--- config.mk ---
export PLATFORM = sky130hd
export DESIGN_NAME = ternary_mac_sequencer_flat
export DESIGN_NICKNAME = d
export VERILOG_FILES = /design/src/rtl/ternary_mac_sequencer_pkg.sv /design/src/rtl/ternary_mac_sequencer_if.sv /design/src/rtl/ternary_mac_sequencer_acc.sv /design/src/rtl/ternary_mac_sequencer.sv /design/src/flat_wrapper.sv
export SDC_FILE = /design/constraint.sdc
export NUM_CORES = 1
export LEC_CHECK = 0
export ABC_AREA = 1
export CAP_MARGIN = 40
export CORE_UTILIZATION = 60
export DETAILED_ROUTE_END_ITERATION = 7
export DONT_BUFFER_PORTS = 1
export GPL_TIMING_DRIVEN = 0
export PLACE_DENSITY_LB_ADDON = 0.25
export SLEW_MARGIN = 20
export SYNTH_ARGS = -nofsm -noshare
export SYNTH_HDL_FRONTEND = slang
export SYNTH_SLANG_ARGS = --single-unit
--- constraint.sdc ---
create_clock -name clk -period 5 [get_ports clk]
set_input_delay 1.25 -clock clk [delete_from_list [all_inputs] [get_ports clk]]
set_output_delay 1.25 -clock clk [all_outputs]
set_load 0.02 [all_outputs]
--- src/rtl/ternary_mac_sequencer_pkg.sv ---
// Shared state encoding, ternary kernel codes and default widths for the TNN control slice.
// Optional saturation (TERNARY_MAC_SATURATE_EN) is handled in ternary_acc; nothing here depends on it.
package tnn_ctrl_pkg;

   localparam int unsigned DEF_FEATURE_WIDTH = 32;
   localparam int unsigned DEF_KERNEL_WIDTH  = 2;
   localparam int unsigned DEF_TAPS          = 9;
   localparam int unsigned DEF_ACC_WIDTH     = 40;

   localparam logic [1:0] K_POS  = 2'b01;
   localparam logic [1:0] K_NEG  = 2'b11;
   localparam logic [1:0] K_ZERO = 2'b00;

   typedef enum logic [2:0] {
      IDLE,
      LOAD_W,
      RUN,
      DRAIN,
      DONE
   } state_t;

endpackage

--- src/rtl/ternary_mac_sequencer_if.sv ---
// Handshake/bus bundle for ternary_mac_sequencer: control, weight/feature streams, select-stage link, result port.
// sat_flag exists only when TERNARY_MAC_SATURATE_EN is defined.
interface ternary_mac_sequencer_if
   import tnn_ctrl_pkg::*;
#(
   parameter int unsigned FEATURE_WIDTH = DEF_FEATURE_WIDTH,
   parameter int unsigned KERNEL_WIDTH  = DEF_KERNEL_WIDTH,
   parameter int unsigned ACC_WIDTH     = DEF_ACC_WIDTH
);

   logic                     start;
   logic                     busy;
   logic                     w_valid;
   logic [KERNEL_WIDTH-1:0]  w_data;
   logic                     w_ready;
   logic                     f_valid;
   logic [FEATURE_WIDTH-1:0] f_data;
   logic                     f_ready;
   logic [FEATURE_WIDTH-1:0] sel_feature;
   logic [KERNEL_WIDTH-1:0]  sel_kernel;
   logic [FEATURE_WIDTH-1:0] sel_result;
   logic                     res_valid;
   logic [ACC_WIDTH-1:0]     res_data;
   logic                     res_ready;
`ifdef TERNARY_MAC_SATURATE_EN
   logic                     sat_flag;
`endif

   modport slave (
      input  start, w_valid, w_data, f_valid, f_data, sel_result, res_ready,
      output busy, w_ready, f_ready, sel_feature, sel_kernel, res_valid, res_data
`ifdef TERNARY_MAC_SATURATE_EN
      , output sat_flag
`endif
   );

   modport master (
      output start, w_valid, w_data, f_valid, f_data, sel_result, res_ready,
      input  busy, w_ready, f_ready, sel_feature, sel_kernel, res_valid, res_data
`ifdef TERNARY_MAC_SATURATE_EN
      , input sat_flag
`endif
   );

endinterface

--- src/rtl/ternary_mac_sequencer_acc.sv ---
// ternary_acc: signed accumulator fed by the select stage; wraps at ACC_WIDTH, or clamps with a
// sticky sat flag when TERNARY_MAC_SATURATE_EN is defined.
module ternary_acc
   import tnn_ctrl_pkg::*;
#(
   parameter int unsigned FEATURE_WIDTH = DEF_FEATURE_WIDTH,
   parameter int unsigned ACC_WIDTH     = DEF_ACC_WIDTH
) (
   input  logic                            clk,
   input  logic                            rst_n,
   input  logic                            i_clear,
   input  logic                            i_en,
   input  logic signed [FEATURE_WIDTH-1:0] i_addend,
`ifdef TERNARY_MAC_SATURATE_EN
   input  logic                            i_sat_clear,
   output logic                            o_sat,
`endif
   output logic signed [ACC_WIDTH-1:0]     o_acc
);

   logic signed [ACC_WIDTH:0]   w_sum;
   logic signed [ACC_WIDTH-1:0] w_next;
   logic signed [ACC_WIDTH-1:0] r_acc;

   // One guard bit so overflow shows up as disagreement of the top two bits.
   assign w_sum = (ACC_WIDTH+1)'(r_acc) + (ACC_WIDTH+1)'(i_addend);

`ifdef TERNARY_MAC_SATURATE_EN
   logic w_ovf;
   logic r_sat;

   always_comb begin
      w_ovf  = w_sum[ACC_WIDTH] != w_sum[ACC_WIDTH-1];
      w_next = w_sum[ACC_WIDTH-1:0];
      if (w_ovf) begin
         w_next = w_sum[ACC_WIDTH] ? {1'b1, {(ACC_WIDTH-1){1'b0}}}
                                   : {1'b0, {(ACC_WIDTH-1){1'b1}}};
      end
   end

   always_ff @(posedge clk or negedge rst_n) begin
      if (!rst_n) begin
         r_sat <= 1'b0;
      end else if (i_sat_clear) begin
         r_sat <= 1'b0;
      end else if (i_en && w_ovf) begin
         r_sat <= 1'b1;
      end
   end

   assign o_sat = r_sat;
`else
   assign w_next = w_sum[ACC_WIDTH-1:0];
`endif

   always_ff @(posedge clk or negedge rst_n) begin
      if (!rst_n) begin
         r_acc <= '0;
      end else if (i_clear) begin
         r_acc <= '0;
      end else if (i_en) begin
         r_acc <= w_next;
      end
   end

   assign o_acc = r_acc;

endmodule

--- src/rtl/ternary_mac_sequencer.sv ---
// Sequences an external 1-cycle registered ternary select stage over TAPS weight/feature pairs
// and returns the dot product. Build with TERNARY_MAC_SATURATE_EN for clamping plus sat_flag.
module ternary_mac_sequencer
   import tnn_ctrl_pkg::*;
#(
   parameter int unsigned FEATURE_WIDTH = DEF_FEATURE_WIDTH,
   parameter int unsigned KERNEL_WIDTH  = DEF_KERNEL_WIDTH,
   parameter int unsigned TAPS          = DEF_TAPS,
   parameter int unsigned ACC_WIDTH     = DEF_ACC_WIDTH
) (
   input logic                    clk,
   input logic                    rst_n,
   ternary_mac_sequencer_if.slave bus
);

   localparam int unsigned     TAP_W    = (TAPS > 1) ? $clog2(TAPS) : 1;
   localparam logic [TAP_W-1:0] LAST_TAP = TAP_W'(TAPS - 1);

   state_t                  r_state, w_state_nxt;
   logic [TAP_W-1:0]        r_tap, w_tap_nxt;
   logic [KERNEL_WIDTH-1:0] r_weight [TAPS];
   logic                    r_pend;

   logic                        w_w_acc;
   logic                        w_issue;
   logic                        w_res_hs;
   logic                        w_load_done;
   logic signed [ACC_WIDTH-1:0] w_acc;

   assign w_w_acc     = bus.w_valid && (r_state == LOAD_W);
   assign w_issue     = bus.f_valid && (r_state == RUN);
   assign w_res_hs    = bus.res_ready && (r_state == DONE);
   assign w_load_done = w_w_acc && (r_tap == LAST_TAP);

   always_comb begin
      w_state_nxt     = r_state;
      w_tap_nxt       = r_tap;
      bus.busy        = (r_state != IDLE);
      bus.w_ready     = (r_state == LOAD_W);
      bus.f_ready     = (r_state == RUN);
      bus.res_valid   = (r_state == DONE);
      bus.res_data    = '0;
      bus.sel_feature = '0;
      bus.sel_kernel  = '0;

      case (r_state)
         IDLE: begin
            if (bus.start) begin
               w_state_nxt = LOAD_W;
               w_tap_nxt   = '0;
            end
         end
         LOAD_W: begin
            if (w_w_acc) begin
               w_tap_nxt = w_load_done ? '0 : r_tap + 1'b1;
               if (w_load_done) w_state_nxt = RUN;
            end
         end
         RUN: begin
            // Idle cycles drive zeros so the stage emits 0 and nothing is ever double-counted.
            if (w_issue) begin
               bus.sel_feature = bus.f_data;
               bus.sel_kernel  = r_weight[r_tap];
               w_tap_nxt       = (r_tap == LAST_TAP) ? '0 : r_tap + 1'b1;
               if (r_tap == LAST_TAP) w_state_nxt = DRAIN;
            end
         end
         DRAIN: begin
            w_state_nxt = DONE;
         end
         DONE: begin
            bus.res_data = w_acc;
            if (w_res_hs) w_state_nxt = IDLE;
         end
         default: begin
            w_state_nxt = IDLE;
         end
      endcase
   end

   always_ff @(posedge clk or negedge rst_n) begin
      if (!rst_n) begin
         r_state <= IDLE;
         r_tap   <= '0;
         r_pend  <= 1'b0;
         for (int unsigned i = 0; i < TAPS; i++) r_weight[i] <= '0;
      end else begin
         r_state <= w_state_nxt;
         r_tap   <= w_tap_nxt;
         r_pend  <= w_issue;
         if (w_w_acc) r_weight[r_tap] <= bus.w_data;
      end
   end

   ternary_acc #(
      .FEATURE_WIDTH (FEATURE_WIDTH),
      .ACC_WIDTH     (ACC_WIDTH)
   ) u_acc (
      .clk         (clk),
      .rst_n       (rst_n),
      .i_clear     (w_load_done),
      .i_en        (r_pend),
      .i_addend    (bus.sel_result),
`ifdef TERNARY_MAC_SATURATE_EN
      .i_sat_clear (w_res_hs),
      .o_sat       (bus.sat_flag),
`endif
      .o_acc       (w_acc)
   );

endmodule

--- src/flat_wrapper.sv ---
// flat-port wrapper written by rule: the top's interface ports become plain ports
module ternary_mac_sequencer_flat import tnn_ctrl_pkg::*;
#(
   parameter int unsigned FEATURE_WIDTH = DEF_FEATURE_WIDTH,
   parameter int unsigned KERNEL_WIDTH  = DEF_KERNEL_WIDTH,
   parameter int unsigned TAPS          = DEF_TAPS,
   parameter int unsigned ACC_WIDTH     = DEF_ACC_WIDTH
)
  (clk, rst_n, bus_start, bus_w_valid, bus_w_data, bus_f_valid, bus_f_data, bus_sel_result, bus_res_ready, bus_busy, bus_w_ready, bus_f_ready, bus_sel_feature, bus_sel_kernel, bus_res_valid, bus_res_data);
  ternary_mac_sequencer_if #(.FEATURE_WIDTH(FEATURE_WIDTH), .KERNEL_WIDTH(KERNEL_WIDTH), .ACC_WIDTH(ACC_WIDTH)) bus_i ();
  input logic clk;
  input logic rst_n;
  input wire logic [$bits(bus_i.start)-1:0] bus_start;
  input wire logic [$bits(bus_i.w_valid)-1:0] bus_w_valid;
  input wire logic [$bits(bus_i.w_data)-1:0] bus_w_data;
  input wire logic [$bits(bus_i.f_valid)-1:0] bus_f_valid;
  input wire logic [$bits(bus_i.f_data)-1:0] bus_f_data;
  input wire logic [$bits(bus_i.sel_result)-1:0] bus_sel_result;
  input wire logic [$bits(bus_i.res_ready)-1:0] bus_res_ready;
  output wire logic [$bits(bus_i.busy)-1:0] bus_busy;
  output wire logic [$bits(bus_i.w_ready)-1:0] bus_w_ready;
  output wire logic [$bits(bus_i.f_ready)-1:0] bus_f_ready;
  output wire logic [$bits(bus_i.sel_feature)-1:0] bus_sel_feature;
  output wire logic [$bits(bus_i.sel_kernel)-1:0] bus_sel_kernel;
  output wire logic [$bits(bus_i.res_valid)-1:0] bus_res_valid;
  output wire logic [$bits(bus_i.res_data)-1:0] bus_res_data;
  assign bus_i.start = bus_start;
  assign bus_i.w_valid = bus_w_valid;
  assign bus_i.w_data = bus_w_data;
  assign bus_i.f_valid = bus_f_valid;
  assign bus_i.f_data = bus_f_data;
  assign bus_i.sel_result = bus_sel_result;
  assign bus_i.res_ready = bus_res_ready;
  assign bus_busy = bus_i.busy;
  assign bus_w_ready = bus_i.w_ready;
  assign bus_f_ready = bus_i.f_ready;
  assign bus_sel_feature = bus_i.sel_feature;
  assign bus_sel_kernel = bus_i.sel_kernel;
  assign bus_res_valid = bus_i.res_valid;
  assign bus_res_data = bus_i.res_data;
  ternary_mac_sequencer #(.FEATURE_WIDTH(FEATURE_WIDTH), .KERNEL_WIDTH(KERNEL_WIDTH), .TAPS(TAPS), .ACC_WIDTH(ACC_WIDTH)) u_core (.clk(clk), .rst_n(rst_n), .bus(bus_i));
endmodule
==> flow_metrics.tcl, run 1 <==
set metrics [dict create \
    cp_data_arrival_time_ns 2.51 \
    core_area_um2 9910 \
    cpPeakStageDelay_ns 0.63 \
    post-route-min-period_ns 3.76 \
    finalSetupViolations 0 \
    crit_required_ns 3.75 \
    first_global_vias 5828 \
    routed_via_density 5.30 \
    route.detailed.drc 0 \
    rr_worst_depth 12 \
    worstHoldEndpoint "u_core.r_weight[14]" \
    detail_route.first_pass.iterations 5 \
    crit_path_start_kind "flip-flop" \
    vias 6416 \
    post_synth_num_cell_types 34 \
    synth_nets 1178 \
    postCtsSetupRepairBufs 0 \
    max_slew_margin 0.512 \
    gr-usage-all-layers 0.319 \
    final_min_period_over_clock_period 0.752 \
    slew_viol_final 0 \
    filler_cell_count 992 \
    drt_iter0_drc 442 \
    fin_worst_hold_slack_ns 0.490 \
    root_buffer "sky130_fd_sc_hd__clkbuf_8" \
    power_leakage_nw 3.84 \
    synthesis.area_per_instance_um2 5.86 \
    die_h_um 104 \
    yosys_warnings 0 \
    ys_seq_elements 66 \
    cts_buffers 9 \
    unrepaired_setup_endpoints_after_global_routing "false" \
    synth_cells 1062 \
    powerDensity_nw_per_um2 607 \
    worst_slack_ns 1.24 \
    grt_pass1_wl_um 27700 \
    dieArea_um2 10800 \
    route.antenna.remaining_nets 0 \
    fraction_of_final_layout_cells_sized_beyond_drive_strength_1 0.0334 \
    cap_viol_max_count 0 \
    cts.reportedPaths.clkPinSlew_ns 0.09 \
    dpl_cell_area_um2 6390 \
    floorplan.io_pins 150 \
    final-hold-violation-count 0 \
    clkSinkCount 66 \
    post-route-cell-area_um2 6600 \
    diodes 0 \
    worst_r2r_startpoint "u_core.r_tap[0]" \
    cts_hold_repair.buffers 0 \
    routed_wirelength_normalized_by_instance_count_um 14.1 \
    tns_ns 0 \
    maxClockFrequency_mhz 266 \
    post_layout_nets 1189 \
    clk_path_buf_depth 2 \
    hold_depth 2 \
    regToRegSetupSlack_ns 2.46 \
    hpwlAfterDp_um 13600 \
    worst_slew_pin_slew_ns 0.726 \
    finalCoreUtilization 0.666 \
    cell_count_after_placement 1195 \
    grt_antenna_before_repair 0 \
    cpMaxStageDelayCell "sky130_fd_sc_hd__nor3_1" \
    cts.htree.levels 3 \
    die_wd_um 104 \
    gp_congestion 0.951 \
    power_mw 4.01 \
    outcome "complete, no violations" \
    hold_class "flip-flop to flip-flop" \
    synthesis.area_um2 6230 \
    layoutNonFillerInstCount 1211 \
    worst_clock_skew_ns 0.0138 \
    path_max_fanout 10 \
    postRouteWirelength_um 17000 \
    peak_supply_drop_uv 296 \
    worstSetupPathType "flip-flop to output port" \
    series_of_cell_instances_along_the_critical_path "nor3_1 > inv_1 > clkbuf_1 > nor2_1" \
    io_buffers 0 \
    worst_skew_pair.late_latency_ns 0.36 \
    hp-start "u_core.r_weight[14]" \
    rows 36 \
    worst_r2r_endpoint "u_core.u_acc.o_acc[13]" \
    start_util 0.628 \
    postCtsResizedCells 0 \
    setup.worst_path.end_class "output port" \
    flow.area_growth_from_synthesis_pct 5.99 \
    cts_tree "built" \
    largest_net_degree_at_the_start_of_global_routing 67 \
    synth_sequential_area_ratio 0.265 \
    dpl_worst_slack_ns 1.65 \
    gr_ovfl_total 0 \
]
## metal layers
layer / GRT usage / up-vias / wire length [um]
met2: 0.507 / 240 / 7670
met1: 0.453 / 2857 / 7760
met4: 0.0837 / 0 / 207
li1: - / 3299 / -
met3: 0.0489 / 20 / 1400
met5: 0 / - / 0
## worst max path at each step
stage	startpoint	to	slack (ns)	cells past startpoint
after floorplan	bus_f_valid	bus_sel_kernel[0]	1.84	4
after global placement	bus_f_valid	bus_sel_kernel[1]	1.65	4
after detailed placement	bus_f_valid	bus_sel_kernel[1]	1.65	4
after CTS	u_core.r_state[0]	bus_res_data[28]	1.25	4
after global routing	u_core.r_state[0]	bus_res_data[25]	1.06	4
final	u_core.r_state[0]	bus_res_data[24]	1.24	4
## cell usage after synthesis, drive strengths merged
| library cell | instances | area share |
|---|---|---|
| o21ai | 67 | 0.054 |
| nor2 | 173 | 0.11 |
| inv | 217 | 0.13 |
| nor3 | 4 | 0.0032 |
| a21oi | 41 | 0.033 |
| xnor2 | 2 | 0.0028 |
| o22ai | 19 | 0.019 |
| a21boi | 2 | 0.0024 |
| fa | 1 | 0.0032 |
| ha | 43 | 0.086 |
| nand2 | 322 | 0.19 |
| dfrtp | 66 | 0.27 |
| nand3b | 5 | 0.0060 |
| o21a | 4 | 0.0048 |
| xor2 | 2 | 0.0028 |
| buf | 8 | 0.0084 |
| a31oi | 1 | 0.0010 |
| and2 | 2 | 0.0020 |
| a41oi | 1 | 0.0014 |
| nand4 | 3 | 0.0030 |
| a22oi | 1 | 0.0012 |
| o21bai | 2 | 0.0024 |
| clkbuf | 8 | 0.0048 |
| nand3 | 65 | 0.055 |
| or2 | 3 | 0.0030 |
## cell usage in the layout (no fill, tap or decap), types with 2 or more instances in the layout
cell / instances
sky130_fd_sc_hd__nand3b_1: 5
sky130_fd_sc_hd__clkbuf_1: 8
sky130_fd_sc_hd__a21oi_1: 41
sky130_fd_sc_hd__o21bai_1: 2
sky130_fd_sc_hd__o21a_1: 4
sky130_fd_sc_hd__a21boi_0: 2
sky130_fd_sc_hd__inv_2: 4
sky130_fd_sc_hd__ha_1: 43
sky130_fd_sc_hd__nor2_1: 170
sky130_fd_sc_hd__nand2_2: 2
sky130_fd_sc_hd__inv_1: 213
sky130_fd_sc_hd__xnor2_1: 2
sky130_fd_sc_hd__inv_6: 2
sky130_fd_sc_hd__clkbuf_8: 9
sky130_fd_sc_hd__nand2_1: 320
sky130_fd_sc_hd__buf_2: 6
sky130_fd_sc_hd__o21ai_0: 66
sky130_fd_sc_hd__buf_6: 2
sky130_fd_sc_hd__nor3_1: 4
sky130_fd_sc_hd__nand3_1: 63
sky130_fd_sc_hd__clkinvlp_4: 2
sky130_fd_sc_hd__o22ai_1: 19
sky130_fd_sc_hd__nand4_1: 3
sky130_fd_sc_hd__or2_1: 3
sky130_fd_sc_hd__dfrtp_1: 66
sky130_fd_sc_hd__and2_1: 2
sky130_fd_sc_hd__xor2_1: 2
## power by group
| part | switching (mW) | leakage (nW) | internal [mW] |
|---|---|---|---|
| clock network | 0.252 | 0.0984 | 0.238 |
| logic | 1.78 | 2.90 | 0.827 |
| registers | 0.152 | 0.840 | 0.758 |
| total | 2.19 | 3.84 | 1.82 |
## layout make-up
| class | instances | area (um2) | area share |
|---|---|---|---|
| sequential | 66 | 1650 | 0.250 |
| multi-input combinational | 763 | 3680 | 0.557 |
| buffer | 16 | 82.6 | 0.0125 |
| clock inverter | 7 | 82.6 | 0.0125 |
| inverter | 217 | 815 | 0.123 |
| tap | 133 | 166 | 0.0252 |
| clock buffer | 9 | 124 | 0.0188 |
## logic make-up after synthesis
| family | count (synthesis) | synth area share |
|---|---|---|
| and+or+nand+nor | 577 | 0.376 |
| buffers and inverters | 233 | 0.144 |
| AOI/OAI and AO/OA | 138 | 0.120 |
| DFF | 66 | 0.265 |
| adders and majority gates | 44 | 0.0896 |
| xor gates and xnor gates | 4 | 0.00563 |
## sequential cells by signal, indices dropped and copies added, names as in the netlist
register	count
u_core.r_pend	1
u_core.r_state	3
u_core.r_tap	4
u_core.r_weight	18
u_core.u_acc.o_acc	40
## worst max-delay path, delay by kind of cell (launching register included)
| kind | cells | cell delay [ns] |
|---|---|---|
| AND/OR/NAND/NOR | 2 | 1.11 |
| flip-flops | 1 | 0.44 |
| buffers and inverters | 2 | 0.59 |
(Power assumes the default switching activity.)
==> run 2: changes to the inputs <==
- CORE_UTILIZATION: 60 -> 59
- clock period: 5 -> 3.25 ns (I/O delays scaled with it)
==> flow_metrics.tcl, run 2 (synthesized netlist as in run 1, its figures left out) <==
set metrics [dict create \
    final-hold-violation-count 0 \
    peak_supply_drop_uv 457 \
    cts.htree.levels 3 \
    most-common-layout-cells "320 x sky130_fd_sc_hd__nand2_1, 213 x sky130_fd_sc_hd__inv_1, 170 x sky130_fd_sc_hd__nor2_1" \
    power_mw 6.07 \
    route.antenna.remaining_nets 0 \
    detail_route.first_pass.iterations 5 \
    flip_flop_count_of_the_largest_register_all_copies_and_words_added 40 \
    cts_tree "built" \
    hold_class "primary input to asynchronous set/reset pin" \
    power_leakage_nw 3.84 \
    unrepaired_setup_endpoints_after_global_routing "false" \
    postRouteWirelength_um 16600 \
    max_slew_margin 0.603 \
    gr-usage-all-layers 0.309 \
    powerDensity_nw_per_um2 920 \
    cts_buffers 9 \
    cp_data_arrival_time_ns 2.26 \
    groute.layer.met2.usage 0.487 \
    cap_viol_max_count 0 \
    met3_usage_grt 0.0636 \
    final_common_cell "sky130_fd_sc_hd__nand2_1" \
    clk_path_buf_depth 2 \
    routed_wirelength_normalized_by_instance_count_um 13.7 \
    start_util 0.606 \
    gp_congestion 0.985 \
    gr_ovfl_total 0 \
    dieArea_um2 11000 \
    clkSinkCount 66 \
    path_max_fanout 6 \
    regToRegSetupSlack_ns 0.72 \
    vias 6393 \
    cts_hold_repair.buffers 0 \
    root_buffer "sky130_fd_sc_hd__clkbuf_8" \
    fraction_of_final_layout_cells_sized_beyond_drive_strength_1 0.0362 \
    die_h_um 105 \
    routed_via_density 5.27 \
    core_area_um2 10300 \
    crit_path_start_kind "flip-flop" \
    rr_worst_depth 12 \
    first_global_vias 5666 \
    outcome "complete, no violations" \
    slew_viol_final 0 \
    floorplan.io_pins 150 \
    tns_ns 0 \
    setup.worst_path.end_class "output port" \
    cts.reportedPaths.clkPinSlew_ns 0.08 \
    worst_skew_pair.late_latency_ns 0.37 \
    hpwlAfterDp_um 13200 \
    post_layout_nets 1189 \
    die_wd_um 105 \
    route.detailed.drc 0 \
    maxClockFrequency_mhz 325 \
    flow.area_growth_from_synthesis_pct 5.99 \
    finalSetupViolations 0 \
    grt_antenna_before_repair 0 \
    worst_clock_skew_ns 0.0112 \
    drt_iter0_drc 427 \
    rows 37 \
    diodes 0 \
    grt_pass1_wl_um 26900 \
    grt-busiest-layer "met2" \
    globalRouteMet1Util 0.419 \
    post-route-min-period_ns 3.08 \
    final_min_period_over_clock_period 0.946 \
    largest_net_degree_at_the_start_of_global_routing 67 \
    worst_r2r_startpoint "u_core.r_tap[0]" \
    worst_slew_pin_slew_ns 0.596 \
    io_buffers 0 \
    worst_r2r_endpoint "u_core.u_acc.o_acc[12]" \
    worstSetupPathType "flip-flop to output port" \
    crit_required_ns 2.44 \
]
[run 2: cell types whose count changed in the layout (fill, tap and decap cells not counted), sizes merged]
cell and delta:
bufinv -1, clkinv +2, clkinvlp -1
[run 2: where the power goes]
group | switching [mW] | internal, mW
clock network | 0.385 | 0.288
logic | 2.73 | 1.28
registers | 0.234 | 1.17
total | 3.34 | 2.73
[run 2: per-layer routing]
layer  share of wire  vias to the layer above
li1                -                     3289
met1            0.44                     2820
met4           0.031                        0
met3           0.084                       44
met2            0.44                      240
met5               0                        -
[run 2: metrics by stage]
stage	setup WS, ns	hold WS [ns]	area [um2]	instances	util
after global placement	0.306	0.462	6400	1198	0.622
after CTS	0.128	0.118	6590	1214	0.641
after floorplan	0.741	0.448	6230	1062	-
after detailed placement	0.317	0.471	6400	1198	0.622
after global routing	0.0724	0.117	6600	1214	0.642
final	0.175	0.130	6600	1214	0.642
[run 2: what timing repair did]
item	in CTS	in global routing
pin swaps	0	0
setup endpoints to repair	19	2
gates resized for setup	1	2
buffers inserted	0	0
hold endpoints to repair	0	0
[run 2: how the worst max path moves through the flow]
| stage | to | from | slack, ns | cells past startpoint |
|---|---|---|---|---|
| after floorplan | bus_res_data[0] | u_core.r_state[0] | 0.74 | 4 |
| after global placement | bus_res_data[27] | u_core.r_state[0] | 0.31 | 4 |
| after detailed placement | bus_res_data[24] | u_core.r_state[0] | 0.32 | 4 |
| after CTS | bus_sel_kernel[1] | u_core.r_state[0] | 0.13 | 7 |
| after global routing | bus_sel_kernel[1] | u_core.r_state[0] | 0.07 | 7 |
| final | bus_sel_kernel[1] | u_core.r_state[0] | 0.17 | 7 |
[run 2: area by class of cell]
class | count | area, um2
plain buffers | 16 | 82.6
clock buffers | 9 | 124
clock inverters | 7 | 60.1
fillers | 1023 | 3680
inverters | 217 | 815
multi-input cells | 763 | 3700
flip-flops and latches | 66 | 1650
well taps | 136 | 170
[run 2: worst max-delay path, cell delays in order, from the launching register on]
cell and delay [ns]:
sky130_fd_sc_hd__dfrtp_1 0.44, sky130_fd_sc_hd__nor2_1 0.25, sky130_fd_sc_hd__nand2_1 0.16, sky130_fd_sc_hd__inv_1 0.20, sky130_fd_sc_hd__nand2_1 0.18, sky130_fd_sc_hd__inv_1 0.16
sky130_fd_sc_hd__o21ai_0 0.15, sky130_fd_sc_hd__a31oi_2 0.35
